===== config.mk =====
export PLATFORM = sky130hd
export DESIGN_NAME = apb_master_ctrl
export DESIGN_NICKNAME = d
export VERILOG_FILES = /design/src/rtl/apb_master_ctrl.sv
export SDC_FILE = /design/constraint.sdc
export NUM_CORES = 1
export LEC_CHECK = 0
export BUFFER_PORTS_ARGS = -buffer_cell sky130_fd_sc_hd__buf_2
export CAP_MARGIN = 20
export CORE_UTILIZATION = 41
export DETAILED_ROUTE_END_ITERATION = 16
export PLACE_DENSITY_LB_ADDON = 0.25
export SKIP_LAST_GASP = 1
export SLEW_MARGIN = 20
export SYNTH_ARGS = -nofsm -noshare
export SYNTH_HDL_FRONTEND = slang
export SYNTH_SLANG_ARGS = --single-unit
export TNS_END_PERCENT = 1

===== constraint.sdc =====
create_clock -name HCLK -period 1.5 [get_ports HCLK]
set_input_delay 0.3 -clock HCLK [delete_from_list [all_inputs] [get_ports HCLK]]
set_output_delay 0.3 -clock HCLK [all_outputs]
set_load 0.005 [all_outputs]

===== src/rtl/apb_master_ctrl.sv =====
// apb_master_ctrl
//   AHB-Lite slave to APB master control stage of the bridge. It accepts one
//   AHB transfer at a time and decodes HADDR[15:12] into a one-hot APB select.
//   It then runs the APB SETUP/ACCESS handshake and finishes the AHB data
//   phase with a registered HRDATA/HRESP. All outputs are registered.
//
// Ports
//   HCLK, HRESETn        clock, synchronous active-low reset
//   HSEL, HADDR, HTRANS  AHB address phase (HTRANS[1] = NONSEQ/SEQ)
//   HWRITE, HWDATA       AHB direction / write data (data phase)
//   HREADY               bus-level ready
//   HREADYOUT, HRESP     bridge ready / response (1 = ERROR)
//   HRDATA               read data, updated only by a successful read
//   PADDR, PWRITE        APB address / direction
//   PWDATA               APB write data
//   PSEL, PENABLE        one-hot APB select (drives the slave mux) / enable
//   PRDATA, PREADY       muxed slave read data / ready
//   PSLVERR              muxed slave error

`ifndef NUM_APB_SLAVES
`define NUM_APB_SLAVES 12
`endif

module apb_master_ctrl #(
  parameter int unsigned DATA_WIDTH = 32,
  parameter int unsigned TIMEOUT    = 255
) (
  input  logic                       HCLK,
  input  logic                       HRESETn,
  input  logic                       HSEL,
  input  logic [31:0]                HADDR,
  input  logic [1:0]                 HTRANS,
  input  logic                       HWRITE,
  input  logic [DATA_WIDTH-1:0]      HWDATA,
  input  logic                       HREADY,
  output logic                       HREADYOUT,
  output logic                       HRESP,
  output logic [DATA_WIDTH-1:0]      HRDATA,
  output logic [31:0]                PADDR,
  output logic                       PWRITE,
  output logic [DATA_WIDTH-1:0]      PWDATA,
  output logic [`NUM_APB_SLAVES-1:0] PSEL,
  output logic                       PENABLE,
  input  logic [DATA_WIDTH-1:0]      PRDATA,
  input  logic                       PREADY,
  input  logic                       PSLVERR
);

  localparam int unsigned NS = `NUM_APB_SLAVES;
  // A zero TIMEOUT still needs a 1-bit counter to keep the logic well formed.
  localparam int unsigned CW = (TIMEOUT > 0) ? $clog2(TIMEOUT + 1) : 1;
  // The counter holds k-1 during the k-th ACCESS cycle, so the last cycle
  // allowed without PREADY is the one where it equals TIMEOUT-1.
  localparam logic [CW-1:0] TO_LAST = (TIMEOUT > 0) ? CW'(TIMEOUT - 1) : '0;

  typedef enum logic [2:0] {
    S_IDLE,
    S_LATCH,
    S_SETUP,
    S_ACCESS,
    S_DONE,
    S_ERR1,
    S_ERR2
  } state_t;

  state_t        st, nxt;
  logic          accept;
  logic          mapped;
  logic          take;
  logic [3:0]    sel_idx;
  logic [CW-1:0] cnt;
  logic [NS-1:0] sel_onehot;
  logic          unused_htrans0;

  assign unused_htrans0 = HTRANS[0];

  assign sel_onehot = {{(NS-1){1'b0}}, 1'b1} << sel_idx;

  always_comb begin
    nxt    = st;
    accept = HSEL & HTRANS[1] & HREADY;
    mapped = (32'(HADDR[15:12]) < 32'(NS));
    take   = 1'b0;
    case (st)
      S_IDLE, S_DONE, S_ERR2: begin
        if (accept) begin
          take = 1'b1;
          nxt  = mapped ? S_LATCH : S_ERR1;
        end else begin
          nxt = S_IDLE;
        end
      end
      S_LATCH: nxt = S_SETUP;
      S_SETUP: nxt = S_ACCESS;
      S_ACCESS: begin
        // PREADY wins over the timeout in the final allowed cycle.
        if (PREADY)
          nxt = PSLVERR ? S_ERR1 : S_DONE;
        else if ((TIMEOUT != 0) && (cnt == TO_LAST))
          nxt = S_ERR1;
      end
      S_ERR1:  nxt = S_ERR2;
      default: nxt = S_IDLE;
    endcase
  end

  // Outputs are decoded from the next state so that each one is a flop.
  always_ff @(posedge HCLK) begin
    if (!HRESETn) begin
      st        <= S_IDLE;
      sel_idx   <= '0;
      cnt       <= '0;
      PADDR     <= '0;
      PWRITE    <= 1'b0;
      PWDATA    <= '0;
      HRDATA    <= '0;
      HREADYOUT <= 1'b1;
      HRESP     <= 1'b0;
      PSEL      <= '0;
      PENABLE   <= 1'b0;
    end else begin
      st <= nxt;

      if (take) begin
        PADDR   <= HADDR;
        PWRITE  <= HWRITE;
        sel_idx <= HADDR[15:12];
      end

      if ((st == S_LATCH) && PWRITE)
        PWDATA <= HWDATA;

      if (nxt == S_SETUP)
        cnt <= '0;
      else if (st == S_ACCESS)
        cnt <= cnt + CW'(1);

      if ((st == S_ACCESS) && PREADY && !PSLVERR && !PWRITE)
        HRDATA <= PRDATA;

      HREADYOUT <= (nxt == S_IDLE) || (nxt == S_DONE) || (nxt == S_ERR2);
      HRESP     <= (nxt == S_ERR1) || (nxt == S_ERR2);
      PSEL      <= ((nxt == S_SETUP) || (nxt == S_ACCESS)) ? sel_onehot : '0;
      PENABLE   <= (nxt == S_ACCESS);
    end
  end

endmodule


==> results of run 1 <==
logic make-up (layout without fill, tap and decap cells):
logic type | Yosys count | in the layout | share of synthesized area
AND/OR/NAND/NOR | 252 | 252 | 0.242
flip-flops | 123 | 123 | 0.566
XOR/XNOR | 5 | 5 | 0.0101
AO/OA/AOI/OAI | 114 | 114 | 0.143
buffers and inverters | 36 | 284 | 0.0336
adder cells (fa/ha/maj) | 2 | 2 | 0.00575
placed cells by master, fill, tap and decap left out, types with 2 or more instances in the layout:
| cell | synthesis | final |
|---|---|---|
| nand4_1 | 3 | 3 |
| clkinvlp_4 | 0 | 2 |
| nand2b_1 | 7 | 7 |
| nand2_1 | 204 | 203 |
| buf_4 | 1 | 24 |
| nor4_2 | 0 | 2 |
| o21ai_2 | 0 | 2 |
| nor2_1 | 8 | 8 |
| clkinv_2 | 0 | 4 |
| o211a_1 | 2 | 2 |
| xor2_1 | 3 | 3 |
| buf_6 | 0 | 2 |
| buf_12 | 0 | 8 |
| clkbuf_8 | 0 | 3 |
| a211oi_1 | 3 | 3 |
| nor4_4 | 0 | 10 |
| xnor2_1 | 2 | 2 |
| a21oi_1 | 101 | 101 |
| buf_2 | 6 | 215 |
| or3_1 | 3 | 2 |
| dfxtp_2 | 0 | 6 |
| inv_2 | 1 | 2 |
| or2_2 | 2 | 2 |
| bufinv_16 | 0 | 2 |
| clkbuf_16 | 0 | 16 |
| nand3_1 | 3 | 2 |
| dfxtp_1 | 123 | 116 |
| clkbuf_1 | 26 | 3 |
worst reg2reg max path: stages, from the launching register on:
cell,delay (ps)
dfxtp_2,330
inv_2,50
ha_4,160
nand3_4,80
o211a_1,210
o21ai_2,70
buf_6,140
buf_12,150
nor4_4,240
per-stage QoR:
step	hold WS [ps]	total power, W	utilization	cells	setup slack, ps
6_report	15.0	0.00806	0.645	916	-19.9
5_1_grt	4.28	0.00839	0.645	916	-77.5
4_1_cts	1.16	0.00805	0.634	914	-43.5
3_5_place_dp	443	0.00415	0.562	880	-86.3
3_3_place_gp	439	0.00413	0.562	880	-44.9
2_1_floorplan	433	0.00377	-	532	-17.8
area by class of cell:
class	count	share of cell area
flip-flops and latches	123	0.371
multi-input cells	373	0.297
repair buffers	251	0.222
clock buffers	22	0.0680
well taps	136	0.0255
clock inverters	8	0.0143
inverters	3	0.00169
registers in the layout, indices dropped and copies added, names as in the netlist:
signal	count
cnt	8
PADDR	32
PSEL	12
PWRITE	1
HRDATA	32
HREADYOUT	1
PWDATA	32
PENABLE	1
st	3
HRESP	1
routing by layer:
layer	global-route usage	vias to the layer above
li1	-	2228
met1	0.255	2043
met2	0.389	152
met3	0.0805	22
met4	0.0915	0
met5	0	-
where the power goes:
part / total [W] / internal [W] / switching, W
combinational: 0.000839 / 0.000396 / 0.000443
sequential: 0.00341 / 0.00336 / 0.0000502
clock: 0.00381 / 0.00242 / 0.00139
path summary, 6_finish.rpt:
check	from	endpoint	slack, ps
max	cnt[0]	PSEL[8]	-20
min	HWDATA[11]	PWDATA[11]	10
max reg2reg	cnt[0]	PSEL[8]	-20
min reg2reg	HRDATA[17]	HRDATA[17]	450
repair_timing:
action | CTS | global route
setup buffers | 2 | 2
setup endpoints to repair | 45 | 80
cloned | 1 | 0
endpoints found under the hold margin | 1 | 0
hold buffers | 1 | 0
pin swaps | 6 | 17
gates resized for setup | 23 | 21
==> metrics.txt, run 1 <==
layout cells sized above 1=0.403; ys async rst share=0; Max Root-Sink Buffers=2; PnR worst setup slack=-19.9 ps; Tot GR Track Use=0.226; sequential area share after synthesis=0.566; Clock transition at path regs=roughly 60 ps; Rel. slew slack=0.705; flops & latches, synth=around 120; Leakage=roughly 2.9 nW; DRC viols=0; Fillers=872; status=finished with violations; initial core utilization=0.422; port buffer count=approximately 220; CP Cell Sequence=inv_2 > ha_4 > nand3_4 > o211a_1 > o21ai_2 > buf_6 > buf_12 > nor4_4; post-synthesis net count=~640; clock root buffer=clkbuf_8; Post-synth EDFFs=0; RSZ-0062 raised after global routing=yes; later-pin clock latency in the skew report=520 ps; WP buf/inv=3; Pwr per Cell Area=1210 mW/mm²; Core Footprint=0.0103 mm²; clk_skew=approximately 15 ps; CTS tree=built; Commonest cells post-synth=nand2_1 (204), dfxtp_1 (123), a21oi_1 (101); Placed Area=slightly below 0.006 mm²; Hold Crit Class=primary input to register; Reg2Reg Depth=8; syn_area_per_cell=~8.2 µm²; Worst Tran Pin Value=around 440 ps; arrival time at the worst endpoint=around 1900 ps; via count=4445; initial antenna violation count=0; crit path launch type=register; Register Area=0.00247 mm²; DR top layer=met4; WL per Instance=between 10 and 15 µm; Critical Path Slowest Stage Cell=dfxtp_2; ant diodes=0; final antenna-violating net count=0; final setup fails=7; Die Width=~110 µm; Worst path max stage delay=between 300 and 400 ps; Inserted Clock Buffers=17; area grow syn2layout=53.0%; WP data required=around 1900 ps; Met3 Wirelength=around 730 µm; Crit path depth=8; htree depth=4; Vias/cell=roughly 4.9; final setup TNS=-68.0 ps; prevailing post-synth register cell=dfxtp_1; Synth top area share=0.566; Rows=37; First-pass DRT Iterations=4; wire length on met1=approximately 5.1 mm; Total Nets Final=roughly 880; hold path depth=3; Yosys warning count=0; largest net degree at the start of global routing=56; worst-path maximum fanout=8; die area=0.0110 mm²; peak supply drop=0.000570 V; failing checks=setup timing; gpl congestion=0.787; max-slew violations=0; fin crit period=between 1500 and 2000 ps; final wirelength=between 10 and 15 mm; kind of critical path=register to register; Yosys top cell by area=dfxtp_1; hpwl dp=about 8.3 mm; number of global-route vias before repair=between 4000 and 5000; met2 WL=around 6.5 mm; fin area=around 0.0067 mm²; Mapped Cells=532; count leader, synth=nand2_1; clock sinks=around 120; Die H=~110 µm; first-pass GRT wire length=about 20 mm; Final Cycle Share=1.01; CP top delay family=buffers and inverters; Final Hold Viols=0; Multi-input gate area=between 0.0015 and 0.002 mm²; max cap viols=0; Synth area leaders=dfxtp_1 (57%), nand2_1 (18%), a21oi_1 (12%); drt initial violations=187; gr ovfl total=0; Top Ports=approximately 220; crit end category=register; Yosys cell types=33; Max Freq=0.658 GHz; Synth Cell Area=around 0.0044 mm²
(Power assumes the default switching activity.)
==> inputs of run 2 (changes only) <==
Settings changed: CORE_MARGIN from default to 1.5, CORE_UTILIZATION 41 to 49, SLEW_MARGIN 20 to 0.
Clock period 1.5 ns to 1.9 ns, I/O delays scaled along.
==> metrics.txt, run 2 (synthesized netlist as in run 1, its figures left out) <==
status=finished clean; via count=4334 (-2.5%); Switching Fraction=0.230 (-0.00467); max-slew violations=0 (unchanged); switching power=0.00147 W (-22%); Pwr Total=0.00639 W (-21%); clk_skew=7.22 ps (-8.07 ps); final antenna-violating net count=0 (unchanged); arrival time at the worst endpoint=2090 ps (+150 ps); commonest non-fill, non-tap cells in the layout=buf_2 (215), nand2_1 (204), dfxtp_1 (123); port buffer count=215 (unchanged); Pwr per Cell Area=1040 mW/mm² (-14%); Clk network pwr share=0.507 (+0.034); Total Nets Final=849 (-3.1%); area grow syn2layout=41.2%; RSZ-0062 raised after global routing=no; CTS tree=built; r2r setup slk=190 ps (+210 ps); later-pin clock latency in the skew report=500 ps (-20 ps); peak supply drop=0.000756 V (+33%); drt initial violations=154 (-18%); fin crit period=1710 ps (+193 ps); WP data required=2280 ps (+360 ps); Die H=97.2 µm (-7.4%); Inserted Clock Buffers=17 (unchanged); Max Freq=0.584 GHz (-11%); max cap viols=0 (unchanged); Hold Crit Class=primary input to register; first-pass GRT wire length=18.4 mm (-7.6%); DRC viols=0 (unchanged); initial core utilization=0.501 (+0.0799); Core Footprint=0.00868 mm² (-16%); PnR worst setup slack=188 ps (+207 ps); layout cells sized above 1=0.351 (-0.0516); htree depth=4 (unchanged); Worst Tran Pin Value=640 ps (+198 ps); Final Cycle Share=0.901 (-0.112); Rows=34 (-8.1%); final wirelength=11.5 mm (-7.7%); initial antenna violation count=0 (unchanged); setup bufs post-CTS=0 (-2); final setup TNS=0 ps (+68.0 ps); kind of critical path=register to register; DP Worst Slack=153 ps (+239 ps); Comb power frac=0.072 (-0.032); crit end category=register; gpl congestion=0.833 (+5.8%); Tot GR Track Use=0.241 (+0.0141); hpwl dp=7.96 mm (-4.6%); clock sinks=123 (unchanged); Top Ports=217 (unchanged); Die Width=97.2 µm (-7.4%); crit path launch type=register; Leakage=2.73 nW (-6.4%); sequential power share=0.422 (about the same); ant diodes=0 (unchanged); hold buffer count at cts=0 (-1); final core occ=0.708 (+0.0629); CP Cell Sequence=nand3b_2 > or3_1 > buf_4 > nand2_1 > a21oi_1; First-pass DRT Iterations=4 (unchanged); number of global-route vias before repair=4090 (-4.7%); final setup fails=0 (-7); worst-path maximum fanout=32 (+24); largest net degree at the start of global routing=60 (+7.1%); WL per Instance=13.4 µm (-2.0%); Pint=0.00493 W (-20%); Worst path max stage delay=400 ps (+70 ps); biggest regs=HRDATA: 32 flops, PADDR: 32 flops, PWDATA: 32 flops; Max Root-Sink Buffers=2 (unchanged); Rel. slew slack=0.571 (-0.135); post_cts resized=0 (-100%); commonest non-fill, non-tap cell in the layout=buf_2; clock root buffer=clkbuf_8; Vias/cell=5.02 (+3.5%); Final Hold Viols=0 (unchanged); gr ovfl total=0 (unchanged); Critical Path Slowest Stage Cell=or3_1; die area=0.00946 mm² (-14%); Clock transition at path regs=60 ps (about the same)
[run 2: cell types whose count changed in the layout (fill, tap and decap cells not counted), moves of 3 or more]
| cell | before | now |
|---|---|---|
| nor4_1 | 1 | 13 |
| clkbuf_1 | 3 | 0 |
| dfxtp_1 | 116 | 123 |
| buf_12 | 8 | 2 |
| clkinv_4 | 0 | 3 |
| buf_4 | 24 | 7 |
| nor4_4 | 10 | 0 |
| dfxtp_2 | 6 | 0 |
[run 2: worst paths after layout]
kind	from	to	depth (start not counted)
setup / recovery	st[2]	HRDATA[28]	5
hold / removal	HADDR[6]	PADDR[6]	3
setup reg to reg	st[2]	HRDATA[28]	5
hold reg to reg	HRDATA[4]	HRDATA[4]	2
[run 2: metrics by stage]
stage,cell area [µm²],std cells,hold WS [ps]
2_1_floorplan,4350,532,453
3_3_place_gp,5540,831,439
3_5_place_dp,5540,831,443
4_1_cts,6140,863,94.0
5_1_grt,6140,863,89.2
6_report,6140,863,112
[run 2: power by group through the flow]
stage | Clock (W) | Combinational (W) | Sequential (W)
floorplan | 0 | 0.000218 | 0.00275
global placement | 0 | 0.000442 | 0.00275
detailed placement | 0 | 0.000453 | 0.00275
CTS | 0.00328 | 0.000459 | 0.00270
global route | 0.00342 | 0.000503 | 0.00271
finish | 0.00324 | 0.000458 | 0.00270
[run 2: critical path: cells and delay by family (launching register included)]
family / cells / cell delay, ps
AO/OA/AOI/OAI: 1 / 70
flip-flops: 1 / 390
AND/OR/NAND/NOR: 3 / 890
buffers and inverters: 1 / 240
[run 2: metal layers]
metal / GRT usage / vias up / wire, µm
li1: - / 2173 / -
met2: 0.413 / 157 / 5840
met1: 0.272 / 1979 / 4610
met5: 0 / - / 0
met3: 0.0906 / 25 / 810
met4: 0.0901 / 0 / 263
[run 2: final cells by class]
cell class,count,area (µm²)
Tap cell,108,135
Fill cell,692,2530
Timing Repair Buffer,224,1170
Sequential cell,123,2460
Clock inverter,13,166
Clock buffer,19,442
Inverter,3,11.3
Multi-Input combinational cell,373,1760
